<file path="src/rtl/node_endpoint.sv">
// node_endpoint: node-side end of a router port's byte-serial link.
//
// Client side:
//   pkt_in / pkt_in_valid / pkt_in_ready   32-bit packets into the TX FIFO
//   pkt_out / pkt_out_valid / pkt_out_ready 32-bit packets out of the RX FIFO
// Router side:
//   put_outbound / payload_outbound / free_outbound  4 bytes per packet, MSB first
//   put_inbound / payload_inbound / free_inbound     4 bytes per packet, MSB first
// Status:
//   rx_error   one-cycle pulse on a truncated inbound packet or an overflow drop
//   misroute   one-cycle pulse when a stored packet's dest differs from NODEID
//   tx_count   packets fully sent (wraps)
//   rx_count   packets stored in the RX FIFO (wraps)
module node_endpoint #(
   parameter logic [3:0]  NODEID   = 4'd0,
   parameter int unsigned TX_DEPTH = 4,
   parameter int unsigned RX_DEPTH = 4
) (
   input  logic        clock,
   input  logic        reset_n,
   input  logic [31:0] pkt_in,
   input  logic        pkt_in_valid,
   output logic        pkt_in_ready,
   input  logic        free_outbound,
   output logic        put_outbound,
   output logic [7:0]  payload_outbound,
   input  logic        put_inbound,
   input  logic [7:0]  payload_inbound,
   output logic        free_inbound,
   output logic [31:0] pkt_out,
   output logic        pkt_out_valid,
   input  logic        pkt_out_ready,
   output logic        rx_error,
   output logic        misroute,
   output logic [15:0] tx_count,
   output logic [15:0] rx_count
);

   localparam int unsigned TxPtrW = $clog2(TX_DEPTH);
   localparam int unsigned TxCntW = $clog2(TX_DEPTH + 1);
   localparam int unsigned RxPtrW = $clog2(RX_DEPTH);
   localparam int unsigned RxCntW = $clog2(RX_DEPTH + 1);

   typedef enum logic [1:0] {StIdle, StSend, StGap} tx_state_e;

   // ---------------------------------------------------------------- TX FIFO
   logic [31:0]       tx_mem_q [TX_DEPTH];
   logic [TxPtrW-1:0] tx_wr_q, tx_wr_d, tx_rd_q, tx_rd_d;
   logic [TxCntW-1:0] tx_cnt_q, tx_cnt_d;
   logic              tx_push, tx_pop;
   logic [31:0]       tx_head;

   assign pkt_in_ready = (tx_cnt_q != TxCntW'(TX_DEPTH));
   assign tx_push      = pkt_in_valid && pkt_in_ready;
   assign tx_head      = tx_mem_q[tx_rd_q];

   always_comb begin
      tx_wr_d  = tx_wr_q;
      tx_rd_d  = tx_rd_q;
      tx_cnt_d = tx_cnt_q;
      if (tx_push) begin
         tx_wr_d = (tx_wr_q == TxPtrW'(TX_DEPTH - 1)) ? '0 : tx_wr_q + TxPtrW'(1);
      end
      if (tx_pop) begin
         tx_rd_d = (tx_rd_q == TxPtrW'(TX_DEPTH - 1)) ? '0 : tx_rd_q + TxPtrW'(1);
      end
      if (tx_push && !tx_pop) begin
         tx_cnt_d = tx_cnt_q + TxCntW'(1);
      end else if (!tx_push && tx_pop) begin
         tx_cnt_d = tx_cnt_q - TxCntW'(1);
      end
   end

   always_ff @(posedge clock) begin
      if (tx_push) begin
         tx_mem_q[tx_wr_q] <= pkt_in;
      end
   end

   // ---------------------------------------------------------------- TX FSM
   tx_state_e   tx_state_q, tx_state_d;
   logic [1:0]  byte_cnt_q, byte_cnt_d;
   logic        put_q, put_d;
   logic [7:0]  payload_q, payload_d;
   logic [15:0] tx_count_q, tx_count_d;

   always_comb begin
      tx_state_d = tx_state_q;
      byte_cnt_d = byte_cnt_q;
      put_d      = 1'b0;
      payload_d  = 8'h00;
      tx_pop     = 1'b0;
      tx_count_d = tx_count_q;
      unique case (tx_state_q)
         StIdle: begin
            if ((tx_cnt_q != '0) && free_outbound) begin
               tx_state_d = StSend;
               byte_cnt_d = 2'd0;
               put_d      = 1'b1;
               payload_d  = tx_head[31:24];
            end
         end
         StSend: begin
            // free_outbound is not looked at here: a started packet always completes.
            if (byte_cnt_q == 2'd3) begin
               tx_state_d = StGap;
               byte_cnt_d = 2'd0;
               tx_pop     = 1'b1;
               tx_count_d = tx_count_q + 16'd1;
            end else begin
               byte_cnt_d = byte_cnt_q + 2'd1;
               put_d      = 1'b1;
               case (byte_cnt_q)
                  2'd0:    payload_d = tx_head[23:16];
                  2'd1:    payload_d = tx_head[15:8];
                  default: payload_d = tx_head[7:0];
               endcase
            end
         end
         StGap: begin
            // One quiet cycle so the router drops its free before we look again.
            tx_state_d = StIdle;
         end
         default: begin
            tx_state_d = StIdle;
         end
      endcase
   end

   assign put_outbound     = put_q;
   assign payload_outbound = payload_q;
   assign tx_count         = tx_count_q;

   // ---------------------------------------------------------------- RX FIFO + assembler
   logic [31:0]       rx_mem_q [RX_DEPTH];
   logic [RxPtrW-1:0] rx_wr_q, rx_wr_d, rx_rd_q, rx_rd_d;
   logic [RxCntW-1:0] rx_cnt_q, rx_cnt_d;
   logic              rx_push, rx_pop;
   logic [31:0]       rx_word;

   logic              asm_q, asm_d;
   logic [1:0]        rx_bcnt_q, rx_bcnt_d;
   logic [23:0]       rx_shift_q, rx_shift_d;
   logic              rx_error_q, rx_error_d;
   logic              misroute_q, misroute_d;
   logic [15:0]       rx_count_q, rx_count_d;
   logic              free_q, free_d;

   assign rx_pop  = pkt_out_ready && (rx_cnt_q != '0);
   assign rx_word = {rx_shift_q, payload_inbound};

   always_comb begin
      asm_d      = asm_q;
      rx_bcnt_d  = rx_bcnt_q;
      rx_shift_d = rx_shift_q;
      rx_error_d = 1'b0;
      misroute_d = 1'b0;
      rx_push    = 1'b0;
      rx_count_d = rx_count_q;
      if (put_inbound) begin
         // Older bytes fall off the top, so after three shifts the register holds bytes 0..2.
         rx_shift_d = {rx_shift_q[15:0], payload_inbound};
         if (!asm_q) begin
            asm_d     = 1'b1;
            rx_bcnt_d = 2'd1;
         end else if (rx_bcnt_q != 2'd3) begin
            rx_bcnt_d = rx_bcnt_q + 2'd1;
         end else begin
            asm_d     = 1'b0;
            rx_bcnt_d = 2'd0;
            // A pop in the same cycle frees the slot, so a full FIFO still accepts.
            if ((rx_cnt_q != RxCntW'(RX_DEPTH)) || rx_pop) begin
               rx_push    = 1'b1;
               rx_count_d = rx_count_q + 16'd1;
               misroute_d = (rx_word[27:24] != NODEID);
            end else begin
               rx_error_d = 1'b1;
            end
         end
      end else if (asm_q) begin
         asm_d      = 1'b0;
         rx_bcnt_d  = 2'd0;
         rx_error_d = 1'b1;
      end
   end

   always_comb begin
      rx_wr_d  = rx_wr_q;
      rx_rd_d  = rx_rd_q;
      rx_cnt_d = rx_cnt_q;
      if (rx_push) begin
         rx_wr_d = (rx_wr_q == RxPtrW'(RX_DEPTH - 1)) ? '0 : rx_wr_q + RxPtrW'(1);
      end
      if (rx_pop) begin
         rx_rd_d = (rx_rd_q == RxPtrW'(RX_DEPTH - 1)) ? '0 : rx_rd_q + RxPtrW'(1);
      end
      if (rx_push && !rx_pop) begin
         rx_cnt_d = rx_cnt_q + RxCntW'(1);
      end else if (!rx_push && rx_pop) begin
         rx_cnt_d = rx_cnt_q - RxCntW'(1);
      end
      free_d = !asm_d && !put_inbound && (rx_cnt_d != RxCntW'(RX_DEPTH));
   end

   always_ff @(posedge clock) begin
      if (rx_push) begin
         rx_mem_q[rx_wr_q] <= rx_word;
      end
   end

   assign pkt_out       = rx_mem_q[rx_rd_q];
   assign pkt_out_valid = (rx_cnt_q != '0);
   assign free_inbound  = free_q;
   assign rx_error      = rx_error_q;
   assign misroute      = misroute_q;
   assign rx_count      = rx_count_q;

   // ---------------------------------------------------------------- state registers
   always_ff @(posedge clock or negedge reset_n) begin
      if (!reset_n) begin
         tx_wr_q    <= '0;
         tx_rd_q    <= '0;
         tx_cnt_q   <= '0;
         tx_state_q <= StIdle;
         byte_cnt_q <= 2'd0;
         put_q      <= 1'b0;
         payload_q  <= 8'h00;
         tx_count_q <= 16'd0;
         rx_wr_q    <= '0;
         rx_rd_q    <= '0;
         rx_cnt_q   <= '0;
         asm_q      <= 1'b0;
         rx_bcnt_q  <= 2'd0;
         rx_shift_q <= 24'd0;
         rx_error_q <= 1'b0;
         misroute_q <= 1'b0;
         rx_count_q <= 16'd0;
         free_q     <= 1'b1;
      end else begin
         tx_wr_q    <= tx_wr_d;
         tx_rd_q    <= tx_rd_d;
         tx_cnt_q   <= tx_cnt_d;
         tx_state_q <= tx_state_d;
         byte_cnt_q <= byte_cnt_d;
         put_q      <= put_d;
         payload_q  <= payload_d;
         tx_count_q <= tx_count_d;
         rx_wr_q    <= rx_wr_d;
         rx_rd_q    <= rx_rd_d;
         rx_cnt_q   <= rx_cnt_d;
         asm_q      <= asm_d;
         rx_bcnt_q  <= rx_bcnt_d;
         rx_shift_q <= rx_shift_d;
         rx_error_q <= rx_error_d;
         misroute_q <= misroute_d;
         rx_count_q <= rx_count_d;
         free_q     <= free_d;
      end
   end

endmodule

</file>
<file path="config.mk">
export PLATFORM = sky130hd
export DESIGN_NAME = node_endpoint
export DESIGN_NICKNAME = d
export VERILOG_FILES = /design/src/rtl/node_endpoint.sv
export SDC_FILE = /design/constraint.sdc
export NUM_CORES = 1
export LEC_CHECK = 0
export CORE_MARGIN = 2
export CORE_UTILIZATION = 57
export DETAILED_ROUTE_END_ITERATION = 10
export HOLD_SLACK_MARGIN = 0.05
export PLACE_DENSITY = 0.83
export RECOVER_POWER = 100
export SLEW_MARGIN = 30
export SYNTH_ARGS = -nofsm -noshare
export SYNTH_HDL_FRONTEND = slang
export SYNTH_SLANG_ARGS = --single-unit
</file>
<file path="constraint.sdc">
create_clock -name clock -period 3.6 [get_ports clock]
set_input_delay 0.72 -clock clock [delete_from_list [all_inputs] [get_ports clock]]
set_output_delay 0.72 -clock clock [all_outputs]
set_load 0.005 [all_outputs]
</file>
==> Yosys cells after proc, flatten, opt, wreduce, memory -nomap -nowiden <==
Memory sizes are Yosys's and may differ from the RTL's.
Cells that the tools add are included.
{ "word_totals": {"wordCells": 121, "out_inout_bits": 78, "inputBits": 46, "ff_bits": 89, "n_memories": 2, "ram_bits": 256} }
{ "mem_list": {"columns": ["memory", "depth", "width", "rd", "rd_clocked_by_memory_dff", "write_ports", "line_no", "rtl"], "rows": [
  ["rx_mem_q", 4, 32, 1, 0, 1, "135", "logic [31:0] rx_mem_q [RX_DEPTH];"],
  ["tx_mem_q", 4, 32, 1, 0, 1, "47", "logic [31:0] tx_mem_q [TX_DEPTH];"]
]} }
{ "op_classes": {"n_eq_ne": 13, "reduce_logical": 28, "n_bitwise": 1, "addsub": 12, "mux": 47} }
{ "ops": {"columns": ["operator", "count"], "rows": [
  ["16-bit by 1-bit adder with 16-bit output, second input constant", 2],
  ["8-bit one-hot mux with 2 select lines", 2],
  ["1-bit 2-to-1 mux", 24],
  ["2-bit 2-to-1 mux", 12],
  ["8-bit 2-to-1 mux", 2],
  ["2-bit by 1-bit adder with 2-bit output, second input constant", 6],
  ["3-bit 2-to-1 mux", 4],
  ["2-bit == test, second input constant", 5],
  ["1-bit logical AND", 9],
  ["3-bit inequality test, second input constant", 3],
  ["2-bit one-hot mux with 2 select lines", 2],
  ["3-bit by 1-bit adder with 3-bit output, second input constant", 2],
  ["1-bit logical NOT", 6],
  ["2-bit inequality test, second input constant", 3],
  ["2-bit AND reduction", 3],
  ["2-bit nonzero test", 3],
  ["3-bit nonzero test", 2],
  ["3-bit by 1-bit subtractor with 3-bit output, second input constant", 2],
  ["2-bit by 1-bit == test with 1-bit output, second input constant", 2],
  ["2-bit logical NOT", 2],
  ["4-bit AND reduction", 1],
  ["4-bit nonzero test", 1],
  ["1-bit one-hot mux with 2 select lines", 1],
  ["1-bit logical OR", 1],
  ["1-bit NOT", 1]
]} }

==> Longest topological paths before layout <==
Gate-level depths: netlist (run 1).
{ "logic_depth": {"word_depth": 13, "mapped_depth": 10, "ltp_nobuf": 9} }

==> Worst setup path after synthesis (run 1) <==
OpenSTA, ideal clock, no wires.
{ "synth_timing": {"kind": "flip-flop to flip-flop", "start": "register rx_cnt_q[0]", "end": "memory rx_mem_q[0][0] (enable)", "path_stages_with_launch": 7, "n_path_buf": 1, "setup_ns": 0.392, "period_less_slack_ns": 2.590, "t_arrival_ns": 2.198, "path_slack_ns": 1.010, "required_time_ns": 3.208, "cell_sequence": "dfrtp_1 inv_1 ha_1 and3b_1 nor2_1 buf_2 and2_1"} }
{ "synth_via": {"elab_chain_cells": 9, "elab_cells_between_ends": 10, "classes_between": "1 x eq/ne; 6 x mux; 3 x reduce/logical"} }
{ "synth_rtl": {"columns": ["item", "line_no", "rtl"], "rows": [
  ["start: declaration", "137", "logic [RxCntW-1:0] rx_cnt_q, rx_cnt_d;"],
  ["start signal: assignment", "250", "rx_cnt_q <= rx_cnt_d;"],
  ["3-bit nonzero test", "149", "assign rx_pop = pkt_out_ready && (rx_cnt_q != '0);"],
  ["1-bit logical AND", "149", null],
  ["1-bit logical OR *", "172", "if ((rx_cnt_q != RxCntW'(RX_DEPTH)) || rx_pop) begin"],
  ["1-bit 2-to-1 mux *", "172", null],
  ["1-bit 2-to-1 mux *", "166", "end else if (rx_bcnt_q != 2'd3) begin"],
  ["1-bit 2-to-1 mux *", "163", "if (!asm_q) begin"],
  ["1-bit 2-to-1 mux *", "160", "if (put_inbound) begin"],
  ["1-bit 2-to-1 mux *", "206", "if (rx_push) begin"],
  ["1-bit 2-to-1 mux (not written as such) *", "207", "rx_mem_q[rx_wr_q] <= rx_word;"],
  ["end: declaration", "135", null]
]} }
Mark *: on every way between the ends. The rest lies on a longest branch, timed or not.

==> Final worst setup path (run 1) <==
{ "layout_timing": {"start": "register rx_rd_q[0]", "end": "output pkt_out[17]"} }
{ "layout_via": {"elab_chain_cells": 1} }
{ "layout_rtl": {"columns": ["item", "line_no", "rtl"], "rows": [
  ["start: declaration", "136", "logic [RxPtrW-1:0] rx_wr_q, rx_wr_d, rx_rd_q, rx_rd_d;"],
  ["start signal: assignment", "249", "rx_rd_q <= rx_rd_d;"],
  ["memory 4 x 32 bit", null, null],
  ["end: declaration", "30", "output logic [31:0] pkt_out,"]
]} }
Every way passes these cells.

==> reports/metrics.csv, run 1 <==
metric,value,unit
DR iter-0 viols,520,
total track usage,20.2,%
multi-input logic area,3260,sq um
post-CTS setup buffer count,0,
drt drc,0,
TritonCTS Sinks,345,
final setup vio count,0,
Synth Net Count,770,
Skew-Pair Late Insertion Delay,0.51,ns
failing checks,"max-capacitance violations, max-slew violations",
Hold Path Class,reg -> reg,
TritonCTS clock tree,yes,
sequential area share after synthesis,73.7,%
CP startpoint kind,register,
multiplexer share of the synthesized area,13.4,%
simple logic cell fraction of the synthesized area,4.37,%
Pwr Total,0.0119,W
worst r2r dst,payload_outbound[7]$_DFF_PN0_,
worst path arrival time,2.60,ns
met1 usage,27.4,%
Syn Area/Cell,19.1,sq um
Cell variety after synth,50,
Yosys reg bits,345,
WP data required,2.88,ns
DRT Pass-1 Iters,4,
Cells after DPL,1135,
port bufs,123,
die footprint,24800,sq um
area delta synth->final,20.4,%
CP max-delay cell,dfrtp_2,
fin util,69.4,%
CTS max path bufs,3,
total power density per cell area,734,nW/um^2
hpwl dp,14700,microns
grt peak-use layer,met2,
Initial Util,57.7,%
CP top delay family,buffers and inverters,
post-synthesis compound-gate area fraction,2.45,%
synthesized cell area,13500,sq um
CP peak stage delay,0.69,ns
sum of negative setup slack,0,ns
wire per inst,20.3,microns
Final Cycle Share,92.1,%
Crit Path Class,reg -> out,
post_cts resized,0,
worst hold slack,0.489,ns
Final nets,920,
hold path endpoint,tx_count[15]$_DFFE_PN0P_,
CTS root buf,clkbuf_16,
Ys Warns,0,
Fill cells,1423,
post-synthesis instance total,703,
H-tree Lvls,2,
grt met3 use,3.78,%
Slew @ Worst Pin,2.08,ns
Max Slew Vio Count,165,
Top Ports,124,
worst-path cell chain,buf_12 -> mux4_2 -> dlygate4sd3_1,
GPL Wtd Cong,0.754,
crit path time final,3.32,ns
Post-Synth XOR/XNOR Area,2.15,%
Die Wd,158,microns
first-pass GRT wire length,38100,microns
# rows,56,
Hold Path Stages,1,
r2r worst-path depth,5,
"Reg clk slew, reported paths",0.06,ns
largest net degree at the start of global routing,58,
Sequential Area,9920,sq um
"Cell Count, Final, Fillers Out",1202,
Lkg Pwr,5.94,nW
f_max,0.301,GHz
RSZ-0062 raised after global routing,false,
die height,158,microns
final hold violations,0,
antenna violations before repair,5,
HP Start,tx_count[15]$_DFFE_PN0P_,
CP Max Fanout,20,
post-route ant nets,0,
buffers and inverters on the worst path,2,
vias per cell,5.68,
hold buffer count at CTS,0,
status,finished with violations,
gr ovfl total,0,
DR vias,6824,
Peak VDD IR,0.000848,V
r2r startpoint,tx_rd_q[0]$_DFFE_PN0P_,
Worst Setup End Kind,output port,
cts bufs inserted,35,
Main synth FF type,edfxtp_1,
largest family of logic cells by synthesized area,multiplexers,
Core Area,23300,sq um
Adder-Cell Fraction of Synth Area,2.01,%
async set-or-reset flop fraction in the synthesized netlist,25.8,%
Post-synth EDFFs,256,
number of global-route vias before repair,6897,
max cap viols,5,
M2 GR Usage,34.0,%
share of post-route cells with drive strength above 1,17.9,%
relative slew slack,-38.7,%
Fin Clk Skew,0.0117,ns
R2R Setup Slk,0.66,ns
Detailed Route WL,24400,microns
-- cells in the final DEF, fill, tap and decap left out, types with 8 or more instances in the layout --
cell type,count
clkbuf_16,38
nand4_1,11
dfrtp_1,87
ha_1,20
xor2_1,15
nor2_1,19
xnor2_1,18
mux2_2,30
and3_1,8
nand2_1,23
nor3_1,8
a21oi_1,12
nand3_1,13
mux4_2,59
edfxtp_1,256
o22ai_1,8
a22o_1,8
dlygate4sd3_1,117
inv_1,25
clkbuf_1,18
-- state kept, by name, indices dropped and copies added (netlist names), 3 cells and up --
signal / cells
tx_count: 16
tx_cnt_q: 3
tx_mem_q: 128
rx_shift_q: 24
rx_cnt_q: 3
payload_outbound: 8
rx_mem_q: 128
rx_count: 16
-- metrics by stage --
step	area (sq um)	setup slack (ns)
3_5_place_dp	15100	0.868
6_report	16200	0.283
5_1_grt	16200	0.128
2_1_floorplan	13500	1.01
3_3_place_gp	15100	0.923
4_1_cts	16300	0.353
-- layer usage --
metal | routed length (microns) | vias to the layer above
li1 | - | 3069
met1 | 9900 | 3473
met2 | 12700 | 235
met3 | 1270 | 45
met4 | 498 | 2
met5 | 13 | -
-- power breakdown --
| group | leakage [nW] | internal, W | switching [W] |
|---|---|---|---|
| clock | 0.583 | 0.00226 | 0.00144 |
| combinational | 1.91 | 0.00152 | 0.00136 |
| sequential | 3.45 | 0.00491 | 0.000404 |
| total | 5.94 | 0.00869 | 0.00320 |
-- area by class of cell --
type                    instances  area share, %
flip-flops and latches        345           61.2
repair buffers                142           8.21
inverters                      25          0.579
well taps                     319           2.46
clock buffers                  48           6.25
multi-input cells             304           20.1
diodes                          4         0.0618
clock inverters                15           1.09
-- kinds of logic after synthesis --
group,count (synthesis)
adder cells (fa/ha/maj),21
multiplexers,95
AND/OR/NAND/NOR,109
AO/OA/AOI/OAI,46
buffers and inverters,54
XOR/XNOR,33
flip-flops,345
-- worst register-to-register path, stage by stage (launching register included) --
cell and delay (ns):
dfrtp_1 1.00, clkbuf_1 0.67, mux4_2 0.60, a22o_1 0.27
a21oi_1 0.14, o22ai_1 0.11
-- cell usage after synthesis (10+ instances only) --
library cell	n	area share (%)
buf_2	13	0.48
nor2_1	19	0.53
a21oi_1	10	0.37
mux2_2	30	2.5
xor2_1	15	0.98
ha_1	20	1.9
mux4_2	59	9.9
inv_1	25	0.70
nand2_1	23	0.64
nand3_1	13	0.48
edfxtp_1	256	57
nand4_1	11	0.51
xnor2_1	18	1.2
clkbuf_1	11	0.31
dfrtp_1	88	16
-- worst max-delay path by stage --
stage | start | to | slack, ns | cells past startpoint
after floorplan | rx_cnt_q[0]$_DFF_PN0_ | rx_mem_q[0][0]$_DFFE_PP_ | 1.01 | 6
after global placement | rx_rd_q[0]$_DFFE_PN0P_ | pkt_out[17] | 0.92 | 3
after detailed placement | put_inbound | rx_count[8]$_DFFE_PN0P_ | 0.87 | 6
after CTS | rx_rd_q[0]$_DFFE_PN0P_ | pkt_out[17] | 0.35 | 3
after global routing | rx_rd_q[0]$_DFFE_PN0P_ | pkt_out[17] | 0.13 | 3
final | rx_rd_q[0]$_DFFE_PN0P_ | pkt_out[17] | 0.28 | 3
(Power assumes the default switching activity.)
==> inputs of run 2 (changes only) <==
--- a/config.mk
+++ b/config.mk
@@ -7,11 +7,13 @@
 export LEC_CHECK = 0
 export CORE_MARGIN = 2
 export CORE_UTILIZATION = 57
+export CTS_CLUSTER_SIZE = 28
 export DETAILED_ROUTE_END_ITERATION = 10
+export GPL_TIMING_DRIVEN = 0
 export HOLD_SLACK_MARGIN = 0.05
 export PLACE_DENSITY = 0.83
 export RECOVER_POWER = 100
-export SLEW_MARGIN = 30
+export SLEW_MARGIN = 15
 export SYNTH_ARGS = -nofsm -noshare
 export SYNTH_HDL_FRONTEND = slang
 export SYNTH_SLANG_ARGS = --single-unit
==> reports/metrics.csv, run 2 (synthesized netlist as in run 1, its figures left out) <==
metric,value,unit,change
Peak VDD IR,0.000591,V,-30%
most frequent cells in the layout,"256 x edfxtp_1, 95 x dlygate4sd3_1, 88 x dfrtp_1",,
Lkg Pwr,5.99,nW,+0.92%
CP dominant cell by count,clkbuf_1,,
worst hold slack,0.474,ns,-0.0142 ns
Core Area,23300,sq um,unchanged
"most common cell after layout, fill and taps aside",edfxtp_1,,
DRT Pass-1 Iters,4,,unchanged
Slew @ Worst Pin,1.79,ns,-0.291 ns
vias per cell,5.65,,-0.45%
relative slew slack,-19.5,%,+19 points
post-CTS setup buffer count,0,,unchanged
number of global-route vias before repair,7166,,+3.9%
post-route ant nets,0,,unchanged
Worst Setup End Kind,output port,,
gr ovfl total,0,,unchanged
Hold Path Class,reg -> reg,,
first-pass GRT wire length,39800,microns,+4.4%
Top Ports,124,,unchanged
Fill cells,1453,,+2.1%
status,finished with violations,,
wire per inst,21.2,microns,+4.4%
failing checks,"max-capacitance violations, max-slew violations",,
CTS max path bufs,3,,unchanged
TritonCTS Sinks,345,,unchanged
Fin Clk Skew,0.0130,ns,+0.00126 ns
post_cts resized,0,,unchanged
DR iter-0 viols,480,,-7.7%
CP startpoint kind,register,,
crit path time final,3.42,ns,+0.107 ns
hold buffer count at CTS,0,,unchanged
CTS root buf,clkbuf_16,,
"Reg clk slew, reported paths",0.06,ns,about the same
die height,158,microns,unchanged
total power density per cell area,732,nW/um^2,-0.26%
max cap viols,2,,-3
CP peak stage delay,0.59,ns,-0.10 ns
share of post-route cells with drive strength above 1,18.2,%,+0.33 points
CP max-delay cell,dlygate4sd3_1,,
Crit Path Class,reg -> out,,
WP data required,2.88,ns,about the same
area delta synth->final,21.1,%,
TritonCTS clock tree,yes,,
buffers and inverters on the worst path,3,,+1
diode count,0,,-4
RSZ-0062 raised after global routing,false,,
Detailed Route WL,25700,microns,+5.5%
largest net degree at the start of global routing,54,,-6.9%
DR vias,6867,,+0.63%
Max Slew Vio Count,62,,-62%
GPL Wtd Cong,0.788,,+4.5%
Initial Util,57.7,%,unchanged
drt drc,0,,unchanged
Final Cycle Share,95.1,%,+3.0 points
die footprint,24800,sq um,unchanged
f_max,0.292,GHz,-3.1%
CP top delay family,buffers and inverters,,
worst-path cell chain,clkbuf_1 -> clkbuf_1 -> mux4_2 -> dlygate4sd3_1,,
port bufs,123,,unchanged
cts bufs inserted,34,,-2.9%
Die Wd,158,microns,unchanged
H-tree Lvls,2,,unchanged
Final nets,938,,+2.0%
hpwl dp,16500,microns,+12%
# rows,56,,unchanged
final setup vio count,0,,unchanged
Cells after DPL,1154,,+1.7%
"Cell Count, Final, Fillers Out",1215,,+1.1%
Skew-Pair Late Insertion Delay,0.50,ns,about the same
Pwr Total,0.0119,W,+0.27%
final hold violations,0,,unchanged
total track usage,21.4,%,+1.1 points
Regs by FF count,"rx_mem_q: 128 flops, tx_mem_q: 128 flops, rx_shift_q: 24 flops",,
CP Max Fanout,10,,-50%
worst path arrival time,2.70,ns,+0.10 ns
antenna violations before repair,0,,-5
## run 2: final cells by class
| type | count | area [sq um] | area share [%] |
|---|---|---|---|
| buffer | 29 | 154 | 0.945 |
| clock buffer | 52 | 1050 | 6.43 |
| clock inverter | 9 | 101 | 0.622 |
| inverter | 25 | 93.8 | 0.576 |
| multi-input combinational | 304 | 3260 | 20.0 |
| sequential | 345 | 9920 | 60.9 |
| tap | 319 | 399 | 2.45 |
| timing repair buffer | 132 | 1320 | 8.08 |
## run 2: layer usage
metal / global-route usage (%) / wire, microns / vias up
li1: - / - / 3099
met1: 26.1 / 9890 / 3511
met2: 39.3 / 14100 / 206
met3: 3.48 / 1210 / 51
met4: 6.28 / 550 / 0
met5: 0 / 0 / -
## run 2: worst paths after layout
path,from,end,slack (ns),cells past startpoint
max in group asynchronous,reset_n,tx_wr_q[1]$_DFFE_PN0P_,0.70,2
setup / recovery,rx_rd_q[1]$_DFFE_PN0P_,pkt_out[4],0.18,4
min in group asynchronous,reset_n,rx_shift_q[7]$_DFFE_PN0P_,0.53,1
hold reg to reg,rx_count[15]$_DFFE_PN0P_,rx_count[15]$_DFFE_PN0P_,0.47,1
setup reg to reg,rx_cnt_q[0]$_DFF_PN0_,rx_mem_q[2][10]$_DFFE_PP_,0.48,7
hold / removal,rx_count[15]$_DFFE_PN0P_,rx_count[15]$_DFFE_PN0P_,0.47,1
## run 2: worst register-to-register path, cell delays in order, from the launching register on
cell	delay, ns
dfrtp_1	0.49
inv_1	0.10
ha_1	0.26
and3b_1	0.26
nor2_1	0.33
clkbuf_1	0.38
and2_0	0.71
buf_12	0.27
## run 2: power breakdown
part           switching [W]  internal, W
sequential          0.000300      0.00490
clock                0.00139      0.00216
combinational        0.00155      0.00162
## run 2: through the flow
stage	TNS [ns]	util [%]	area [sq um]	worst slack, ns
6_report	0	69.8	16300	0.176
5_1_grt	0	69.8	16300	0.0278
4_1_cts	0	70.5	16500	0.151
3_5_place_dp	0	65.6	15300	0.318
3_3_place_gp	-175.40	64.7	15100	-1.56
2_1_floorplan	0	-	13500	1.01
==> inputs of run 3 (changes only) <==
--- a/config.mk
+++ b/config.mk
@@ -9,6 +9,7 @@
 export CORE_UTILIZATION = 57
 export CTS_CLUSTER_SIZE = 28
 export DETAILED_ROUTE_END_ITERATION = 10
+export GPL_ROUTABILITY_DRIVEN = 0
 export GPL_TIMING_DRIVEN = 0
 export HOLD_SLACK_MARGIN = 0.05
 export PLACE_DENSITY = 0.83
==> results of run 3 <==
Final layout, timing and power as in run 2 (identical DEF).
